**src/rtl/j_pulse_pkg.sv**
```systemverilog
// Shared types and encodings for the multi-channel compare pulse generator.
package j_pulse_pkg;

    typedef enum logic [1:0] {
        MODE_OFF   = 2'd0,
        MODE_JK    = 2'd1,
        MODE_TOG   = 2'd2,
        MODE_JKINV = 2'd3
    } mode_t;

    localparam logic [1:0] SEL_START  = 2'd0;
    localparam logic [1:0] SEL_STOP   = 2'd1;
    localparam logic [1:0] SEL_PERIOD = 2'd2;
    localparam logic [1:0] SEL_MODE   = 2'd3;

    // J = start hit, K = stop hit; both together toggle.
    function automatic logic jk_next(input logic q, input logic j, input logic k);
        case ({j, k})
            2'b10:   return 1'b1;
            2'b01:   return 1'b0;
            2'b11:   return ~q;
            default: return q;
        endcase
    endfunction

endpackage

```
**src/rtl/j_pulse_gen_chan.sv**
```systemverilog
// One output channel: double-buffered start/stop/mode compares and the JK/toggle state.
module j_pulse_gen_chan
    import j_pulse_pkg::*;
#(
    parameter int W = 8
) (
    input  logic         sys_clk,
    input  logic         reset,
    input  logic [W-1:0] count,
    input  logic         tick_act,
    input  logic         load,
    input  logic         wr_en,
    input  logic [1:0]   wr_sel,
    input  logic [W-1:0] wr_data,
    output logic         pulse
);

    logic [W-1:0] start_sh_q, start_sh_d, start_act_q, start_act_d;
    logic [W-1:0] stop_sh_q, stop_sh_d, stop_act_q, stop_act_d;
    mode_t        mode_sh_q, mode_sh_d, mode_act_q, mode_act_d;
    logic         st_q, st_d, pulse_q, pulse_d;
    logic         start_hit, stop_hit;

    assign start_hit = (count == start_act_q);
    assign stop_hit  = (count == stop_act_q);
    assign pulse     = pulse_q;

    always_comb begin
        start_sh_d  = start_sh_q;
        stop_sh_d   = stop_sh_q;
        mode_sh_d   = mode_sh_q;
        start_act_d = start_act_q;
        stop_act_d  = stop_act_q;
        mode_act_d  = mode_act_q;
        st_d        = st_q;
        pulse_d     = pulse_q;

        // The tick is evaluated with the active values from before any reload.
        if (tick_act) begin
            case (mode_act_q)
                MODE_JK: begin
                    st_d    = jk_next(st_q, start_hit, stop_hit);
                    pulse_d = st_d;
                end
                MODE_TOG: begin
                    st_d    = st_q ^ start_hit;
                    pulse_d = st_d;
                end
                MODE_JKINV: begin
                    st_d    = jk_next(st_q, start_hit, stop_hit);
                    pulse_d = ~st_d;
                end
                default: begin
                    st_d    = 1'b0;
                    pulse_d = 1'b0;
                end
            endcase
        end

        if (load) begin
            start_act_d = start_sh_q;
            stop_act_d  = stop_sh_q;
            mode_act_d  = mode_sh_q;
            if (mode_sh_q == MODE_JKINV && mode_act_q != MODE_JKINV)
                st_d = 1'b0;
        end

        if (wr_en) begin
            case (wr_sel)
                SEL_START: start_sh_d = wr_data;
                SEL_STOP:  stop_sh_d  = wr_data;
                SEL_MODE:  mode_sh_d  = mode_t'(wr_data[1:0]);
                default:   ;
            endcase
        end
    end

    always_ff @(posedge sys_clk or posedge reset) begin
        if (reset) begin
            start_sh_q  <= '0;
            stop_sh_q   <= '0;
            mode_sh_q   <= MODE_OFF;
            start_act_q <= '0;
            stop_act_q  <= '0;
            mode_act_q  <= MODE_OFF;
            st_q        <= 1'b0;
            pulse_q     <= 1'b0;
        end else begin
            start_sh_q  <= start_sh_d;
            stop_sh_q   <= stop_sh_d;
            mode_sh_q   <= mode_sh_d;
            start_act_q <= start_act_d;
            stop_act_q  <= stop_act_d;
            mode_act_q  <= mode_act_d;
            st_q        <= st_d;
            pulse_q     <= pulse_d;
        end
    end

endmodule

```
**src/rtl/j_pulse_gen.sv**
```systemverilog
// Tick-driven shared counter with a double-buffered period, driving N compare pulse channels.
module j_pulse_gen
    import j_pulse_pkg::*;
#(
    parameter int W  = 8,
    parameter int N  = 4,
    parameter int CW = (N > 1) ? $clog2(N) : 1
) (
    input  logic          sys_clk,
    input  logic          reset,
    input  logic          tick,
    input  logic          enable,
    input  logic          wr,
    input  logic [CW-1:0] wr_chan,
    input  logic [1:0]    wr_sel,
    input  logic [W-1:0]  wr_data,
    output logic [W-1:0]  count,
    output logic          wrap,
    output logic [N-1:0]  pulse
);

    logic [W-1:0] count_q, count_d;
    logic [W-1:0] period_sh_q, period_sh_d, period_act_q, period_act_d;
    logic         wrap_q, wrap_d;
    logic         tick_act, load;

    assign tick_act = tick & enable;
    assign load     = tick_act & (count_q == period_act_q);
    assign count    = count_q;
    assign wrap     = wrap_q;

    always_comb begin
        count_d      = count_q;
        wrap_d       = 1'b0;
        period_sh_d  = period_sh_q;
        period_act_d = period_act_q;

        if (load) begin
            count_d      = '0;
            wrap_d       = 1'b1;
            period_act_d = period_sh_q;
        end else if (tick_act) begin
            count_d = count_q + 1'b1;
        end

        if (wr && wr_sel == SEL_PERIOD)
            period_sh_d = wr_data;
    end

    always_ff @(posedge sys_clk or posedge reset) begin
        if (reset) begin
            count_q      <= '0;
            wrap_q       <= 1'b0;
            period_sh_q  <= '1;
            period_act_q <= '1;
        end else begin
            count_q      <= count_d;
            wrap_q       <= wrap_d;
            period_sh_q  <= period_sh_d;
            period_act_q <= period_act_d;
        end
    end

    // Channel indices at or above N never match, so such writes are dropped.
    for (genvar gi = 0; gi < N; gi++) begin : g_chan
        logic chan_wr;
        assign chan_wr = wr && (wr_sel != SEL_PERIOD) && (wr_chan == CW'(gi));

        j_pulse_gen_chan #(.W(W)) u_chan (
            .sys_clk  (sys_clk),
            .reset    (reset),
            .count    (count_q),
            .tick_act (tick_act),
            .load     (load),
            .wr_en    (chan_wr),
            .wr_sel   (wr_sel),
            .wr_data  (wr_data),
            .pulse    (pulse[gi])
        );
    end

endmodule

```
**config.mk**
```make
export PLATFORM = sky130hd
export DESIGN_NAME = j_pulse_gen
export DESIGN_NICKNAME = d
export VERILOG_FILES = /design/src/rtl/j_pulse_pkg.sv /design/src/rtl/j_pulse_gen_chan.sv /design/src/rtl/j_pulse_gen.sv
export SDC_FILE = /design/constraint.sdc
export NUM_CORES = 1
export LEC_CHECK = 0
export CAP_MARGIN = 20
export CORE_ASPECT_RATIO = 0.8
export CORE_MARGIN = 2
export CORE_UTILIZATION = 30
export CTS_CLUSTER_DIAMETER = 40
export DETAILED_ROUTE_END_ITERATION = 16
export DONT_BUFFER_PORTS = 1
export SYNTH_ARGS = -nofsm -noshare
export SYNTH_HDL_FRONTEND = slang
export SYNTH_HIERARCHICAL = 1
export SYNTH_SLANG_ARGS = --single-unit
```
**constraint.sdc**
```tcl
create_clock -name sys_clk -period 2.85 [get_ports sys_clk]
set_clock_uncertainty 0.1 [all_clocks]
set_input_delay 0.4275 -clock sys_clk [delete_from_list [all_inputs] [get_ports sys_clk]]
set_output_delay 0.4275 -clock sys_clk [all_outputs]
set_load 0.05 [all_outputs]
```
==> results of run 1 <==
-- flip-flops by register name, summed over array words and instances, names as in the netlist --
name,cells
g_chan.u_chan/start_act_q,32
g_chan.u_chan/start_sh_q,32
g_chan.u_chan/stop_act_q,32
g_chan.u_chan/stop_sh_q,32
count,8
g_chan.u_chan/mode_act_q,8
g_chan.u_chan/mode_sh_q,8
period_act_q,8
period_sh_q,8
g_chan.u_chan/pulse,4
g_chan.u_chan/st_q,4
wrap,1
-- layout by cell type, fill, tap and decap left out, types with 2 or more instances in the layout --
cell type   netlist  final
dfrtp_1         161    158
mux2_2          155    155
xnor2_1          47     47
xor2_1           43     43
buf_4             0     21
nand3_1          19     19
clkbuf_16         0     17
dfstp_2          16     16
inv_1            15     15
nor2_1           13     13
nand4_1          12     12
a21oi_1          12     12
nand2_1           9      9
nor3_1            9      8
nor4_1            8      8
nand3b_1          5      5
mux2_4            5      5
inv_6             0      4
and2_1            4      4
o221ai_1          4      4
nor3b_2           4      4
a21boi_1          4      4
a41oi_1           4      4
a21o_2            4      4
o311a_1           4      4
bufinv_16         0      3
dfrtp_2           0      3
nor3_2            1      2
nand2b_1          2      2
o21ai_0           2      2
clkinvlp_4        0      2
clkinv_4          0      2
-- through the flow --
step	total power (uW)	std cells
floorplan	5754	578
global placement	6314	944
detailed placement	6367	944
CTS	8826	975
global route	9260	975
finish	8734	975
-- cells by family (layout without fill, tap and decap cells) --
kind of cell,Yosys count,count (layout),synth area share
and+or+nand+nor,88,88,0.06264
AOI/OAI and AO/OA,34,34,0.03092
muxes,160,160,0.2296
buffers and inverters,28,68,0.01483
xor gates and xnor gates,90,90,0.09940
DFF,177,177,0.5611
adders and majority gates,1,1,0.001578
-- worst paths after layout --
| check | start | to | slack (ns) | cells after the start |
|---|---|---|---|---|
| max | count[3] | g_chan[3].u_chan/st_q | 0.47 | 8 |
| min | wr_data[4] | g_chan[1].u_chan/stop_sh_q[4] | 0.05 | 1 |
| max reg2reg | count[3] | g_chan[3].u_chan/st_q | 0.47 | 8 |
| min reg2reg | g_chan[1].u_chan/stop_sh_q[7] | g_chan[1].u_chan/stop_act_q[7] | 0.39 | 1 |
| max in group asynchronous | reset | g_chan[0].u_chan/start_act_q[4] | 1.27 | 3 |
| min in group asynchronous | reset | g_chan[1].u_chan/start_act_q[0] | 0.56 | 2 |
-- synthesized netlist by cell type (2+ instances only) --
cell / n
dfrtp_1: 161
mux2_2: 155
xnor2_1: 47
xor2_1: 43
nand3_1: 19
dfstp_2: 16
inv_1: 15
nor2_1: 13
a21oi_1: 12
nand4_1: 12
nand2_1: 9
nor3_1: 9
clkbuf_1: 8
nor4_1: 8
mux2_4: 5
nand3b_1: 5
a21boi_1: 4
a21o_2: 4
a41oi_1: 4
and2_1: 4
buf_2: 4
nor3b_2: 4
o221ai_1: 4
o311a_1: 4
nand2b_1: 2
o21ai_0: 2
-- cell type report --
cell class,count,area [um^2],share of cell area
sequential,177,4453,0.4887
tap,357,446.7,0.04902
multi-input combinational,373,3368,0.3697
timing repair buffer,23,187.7,0.02060
inverter,15,56.30,0.006180
clock inverter,13,173.9,0.01909
clock buffer,17,425.4,0.04669
-- metal layers --
| layer | vias up | GRT usage | share of wire |
|---|---|---|---|
| met2 | 48 | 0.2022 | 0.44 |
| met1 | 2368 | 0.1944 | 0.51 |
| met3 | 10 | 0.03699 | 0.040 |
| met4 | 0 | 0.03150 | 0.0064 |
| met5 | - | 0 | 0 |
| li1 | 2107 | - | - |
-- repair_timing --
action                                 CTS  global route
hold buffers                             1             0
endpoints found under the hold margin  119             0
gates resized for setup                  0             0
-- power by group through the flow --
stage               combinational [uW]  clock [uW]  sequential [uW]
floorplan                         1720           0             4030
detailed placement                2310           0             4060
finish                            2300        2420             4010
CTS                               2330        2480             4020
global placement                  2270           0             4040
global route                      2530        2600             4130
-- worst reg2reg max path, cell delays in order, from the launching register on --
cell     delay, ns
dfrtp_2       0.53
xnor2_1       0.20
nand4_1       0.19
nor3_2        0.27
buf_12        0.40
nand3_1       0.23
a21oi_1       0.15
a41oi_1       0.05
o311a_1       0.15
==> metrics.md, run 1 <==
| Metric | Value |
|---|---|
| Drt first pass iters | `6` |
| Max VDD drop | `0.4648 mV` |
| GRT Util Overall | `0.1353` |
| Initial DRC count | `189` |
| Initial antenna violation count | `0` |
| Number of synthesized flops with an enable pin | `0` |
| Top FF cell, synth | `dfrtp_1` |
| Max Fanout on Critical Path | `79` |
| P_sw | `2777 uW` |
| Startpoint types | `flop` |
| Register area share after synthesis | `0.5611` |
| Top cell type's share of synthesized area | `0.5080` |
| Layout cell share with drive strength beyond 1 | `0.3916` |
| Max incr delay on CP | `0.53 ns` |
| Post-CTS setup buffer count | `0` |
| Worst path bufs/invs | `1` |
| Worst setup margin | `0.4732 ns` |
| Setup CP Type | `reg -> reg` |
| Leakage power | `0.004099 uW` |
| Maxcap violations | `0` |
| Crit path max-delay family | `simple AND/OR/NAND/NOR gates` |
| Mapped Cells | `578` |
| Final hold violations | `0` |
| Post-route DRC | `0` |
| Comb power frac | `0.263` |
| Worst min path class | `in -> reg` |
| Max-slew headroom | `0.4135` |
| Initial core utilization | `0.3035` |
| YS warnings | `6` |
| Routed WL | `17.62 mm` |
| Largest net degree at the start of global routing | `80` |
| First-pass GRT wire length | `27.80 mm` |
| Die width | `185.8 um` |
| Reg clk slew, reported paths | `0.07 ns` |
| RSZ-0062 raised after global routing | `false` |
| Overflow after GRT | `0` |
| Root buf cell | `clkbuf_16` |
| Nets | `625` |
| Max clock buf depth | `2` |
| Internal power | `5957 uW` |
| Filler Cells Inserted | `2,574` |
| Port bufs | `0` |
| CTS tree | `done` |
| Final Critical Period | `2.377 ns` |
| Synth Net Count | `596` |
| Unique masters post-synth | `31` |
| Mapped Avg Cell Area | `13.72 um^2` |
| Sw Ratio | `0.3179` |
| Final Slew Violations | `0` |
| CTS buffer count | `17` |
| Power Density | `958.6 nW/um^2` |
| Fmax | `0.4207 GHz` |
| Fin Hold WS | `0.04555 ns` |
| Top post-synthesis cells by area | `dfrtp_1 (51%), mux2_2 (22%), dfstp_2 (5.3%), xnor2_1 (5.2%), xor2_1 (4.7%)` |
| Total number of vias | `4,533` |
| DIE AREA | `27,760 um^2` |
| Area after DPL | `8502 um^2` |
| Setup_tns | `0 ns` |
| H-tree depth | `4` |
| Via-to-Cell Ratio | `4.649` |
| Status | `finished, final reports clean` |
| Reg power frac | `0.460` |
| GP Congestion | `0.7241` |
| Ports | `30` |
| #FFs+latches synth | `177` |
| Design Area, Final | `9111 um^2` |
| Chip height | `149.4 um` |
| Area Growth Syn to Fin | `14.89%` |
| Core Region | `26,130 um^2` |
| Cell taking the most area after synthesis | `dfrtp_1` |
| Drt wl/cell | `18.07 um` |
| # clock sinks | `177` |
| Post-DRT Antenna Nets | `0` |
| Final Util | `0.3487` |
| Critical path data arrival time | `2.59 ns` |
| Critical-path cell list | `xnor2_1 -> nand4_1 -> nor3_2 -> buf_12 -> nand3_1 -> a21oi_1 -> a41oi_1 -> o311a_1` |
| FFs w/ async S/R, synth | `1.000` |
| CP max-delay cell | `dfrtp_2` |
| Synthesized area | `7930 um^2` |
| # setup viols final | `0` |
| Setup crit end kind | `flop` |
| Critical path required time | `3.07 ns` |
| Pre-CTS WS | `0.4625 ns` |
| Antenna Diode Count | `0` |
| Vias in the first global route | `4,638` |
| Worst-Margin Slew | `0.8788 ns` |
| HPWL after DPL | `11.16 mm` |
| Number of placement rows | `53` |
| Worst-Skew Late Latency | `0.42 ns` |
| Period Utilization, post-route | `0.8340` |
| Clock share of power | `0.277` |
Power figures use the tool's default switching activity.
==> run 2: changes to the inputs <==
- clock period: 2.85 -> 2.4 ns (I/O delays scaled with it)
==> run 2 against run 1 <==
Die area stayed put. Sequential share of layout area down 1.1 points. Final cell count increased by 2.5%. Critical path type unchanged. Critical path depth down 2. Non-clock buffer count rose by 21. Largest cell class unchanged.
==> metrics.md, run 2 (same netlist as run 1, synthesis figures left out) <==
| Metric | Value |
|---|---|
| RSZ-0062 raised after global routing | `false` |
| Root buf cell | `clkbuf_16` |
| Initial antenna violation count | `4 (+4)` |
| Critical path data arrival time | `2.45 ns (-0.14 ns)` |
| Nets | `646 (+3.4%)` |
| Worst-Margin Slew | `0.8616 ns (-0.01721 ns)` |
| Max-slew headroom | `0.4250 (+0.01149)` |
| Overflow after GRT | `0 (unchanged)` |
| Critical path required time | `2.61 ns (-0.46 ns)` |
| Fin Hold WS | `0.1083 ns (+0.06279 ns)` |
| Core Region | `26,130 um^2 (unchanged)` |
| Post-DRT Antenna Nets | `0 (unchanged)` |
| Vias in the first global route | `4,757 (+2.6%)` |
| Internal power | `7175 uW (+20%)` |
| Clock share of power | `0.268 (-0.009)` |
| DIE AREA | `27,760 um^2 (unchanged)` |
| Max VDD drop | `0.5513 mV (+19%)` |
| # clock sinks | `177 (unchanged)` |
| Post-CTS setup buffer count | `0 (unchanged)` |
| Post-route DRC | `0 (unchanged)` |
| Leakage power | `0.004202 uW (+2.5%)` |
| CTS buffer count | `17 (unchanged)` |
| Worst min path class | `in -> reg` |
| GP Congestion | `0.7237 (about the same)` |
| Total number of vias | `4,617 (+1.9%)` |
| Power Density | `1120 nW/um^2 (+17%)` |
| Largest net degree at the start of global routing | `39 (-51%)` |
| Area Growth Syn to Fin | `18.16%` |
| Commonest non-fill, non-tap cell in the layout | `mux2_2` |
| Number of placement rows | `53 (unchanged)` |
| Drt first pass iters | `4 (-2)` |
| Reg power frac | `0.452 (-0.008)` |
| H-tree depth | `4 (unchanged)` |
| Port bufs | `0 (unchanged)` |
| Max clock buf depth | `2 (unchanged)` |
| Max Fanout on Critical Path | `37 (-53%)` |
| Final Util | `0.3586 (+0.009913)` |
| First-pass GRT wire length | `28.36 mm (+2.0%)` |
| Filler Cells Inserted | `2,554 (-0.78%)` |
| Period Utilization, post-route | `0.9335 (+0.09952)` |
| Final Slew Violations | `0 (unchanged)` |
| Initial DRC count | `217 (+15%)` |
| Final Critical Period | `2.240 ns (-0.1364 ns)` |
| Die width | `185.8 um (unchanged)` |
| Hold buffers post-CTS | `9 (+8)` |
| CTS tree | `done` |
| Fmax | `0.4464 GHz (+6.1%)` |
| Most frequent cells in the layout | `mux2_2 (155), dfrtp_1 (153), xnor2_1 (47), xor2_1 (43), buf_4 (30)` |
| Via-to-Cell Ratio | `4.622 (-0.59%)` |
| GRT Util Overall | `0.1378 (+0.002539)` |
| Sw Ratio | `0.3163 (-0.001634)` |
| Status | `finished, final reports clean` |
| Final hold violations | `0 (unchanged)` |
| Setup CP Type | `reg -> reg` |
| Initial core utilization | `0.3035 (unchanged)` |
| Reg clk slew, reported paths | `0.07 ns (about the same)` |
| HPWL after DPL | `11.45 mm (+2.7%)` |
| Cell depth of the worst flop-to-flop path | `6 (-2)` |
| Setup crit end kind | `flop` |
| Multi-input gate area | `3374 um^2 (+0.19%)` |
| Register area | `4477 um^2 (+0.53%)` |
| Comb power frac | `0.280 (+0.017)` |
| WHS Path Cells | `2 (+1)` |
| # setup viols final | `0 (unchanged)` |
| Startpoint types | `flop` |
| Drt wl/cell | `17.99 um (-0.46%)` |
| Ports | `30 (unchanged)` |
| Worst-Skew Late Latency | `0.43 ns (about the same)` |
| Maxcap violations | `0 (unchanged)` |
| CTS resizes | `0 (unchanged)` |
| Tot Pwr | `10,490 uW (+20%)` |
| Layout cell share with drive strength beyond 1 | `0.4063 (+0.01466)` |
| P_sw | `3320 uW (+20%)` |
| Routed WL | `17.97 mm (+2.0%)` |
| Chip height | `149.4 um (unchanged)` |
run 2: path summary, 6_finish.rpt:
| path | end | from | slack [ns] |
|---|---|---|---|
| worst min-delay path | g_chan[1].u_chan/mode_sh_q[1] | wr_sel[1] | 0.11 |
| worst min register to register | g_chan[2].u_chan/stop_act_q[2] | g_chan[2].u_chan/stop_sh_q[2] | 0.40 |
| worst max register to register | g_chan[1].u_chan/start_act_q[4] | period_act_q[7] | 0.16 |
| max in group asynchronous | period_sh_q[3] | reset | 0.91 |
| worst max-delay path | g_chan[1].u_chan/start_act_q[4] | period_act_q[7] | 0.16 |
| min in group asynchronous | g_chan[1].u_chan/start_act_q[0] | reset | 0.52 |
run 2: power by group through the flow:
stage                     clock network (uW)  logic (uW)  registers [uW]
after floorplan                            0        2050            4800
after global placement                     0        2860            4770
after detailed placement                   0        2910            4800
after CTS                               2890        2980            4750
after global routing                    2990        3230            4880
final                                   2810        2940            4750
run 2: metal layers:
metal  global-route usage  vias to the layer above  wire length [um]
met2               0.2026                       58              7771
li1                     -                     2158                 -
met5                    0                        -                27
met1               0.2019                     2378              9215
met4              0.03189                        4               187
met3              0.03675                       19               771
run 2: per-stage QoR:
stage | cells | instance area, um^2 | TNS, ns | setup WS [ns]
4_1_cts | 997 | 9365 | 0 | 0.1307
2_1_floorplan | 578 | 7966 | -2.064 | -0.05160
5_1_grt | 997 | 9365 | 0 | 0.05231
3_5_place_dp | 957 | 8683 | 0 | 0.2046
3_3_place_gp | 957 | 8683 | 0 | 0.2187
6_report | 999 | 9370 | 0 | 0.1597
run 2: final cells by class:
| type | count | share of cell area |
|---|---|---|
| Clock inverter | 12 | 0.01696 |
| Inverter | 15 | 0.006409 |
| Tap cell | 357 | 0.04767 |
| Multi-Input combinational cell | 373 | 0.3601 |
| Timing Repair Buffer | 44 | 0.04433 |
| Sequential cell | 177 | 0.4778 |
| Clock buffer | 19 | 0.04620 |
| Antenna cell | 2 | 0.0005341 |
run 2: critical path, stage by stage, from the launching register on:
cell and delay, ns:
dfstp_2 0.54, xnor2_1 0.12, nand4_1 0.24, nor3_4 0.31, buf_12 0.27, buf_12 0.17, mux2_2 0.33
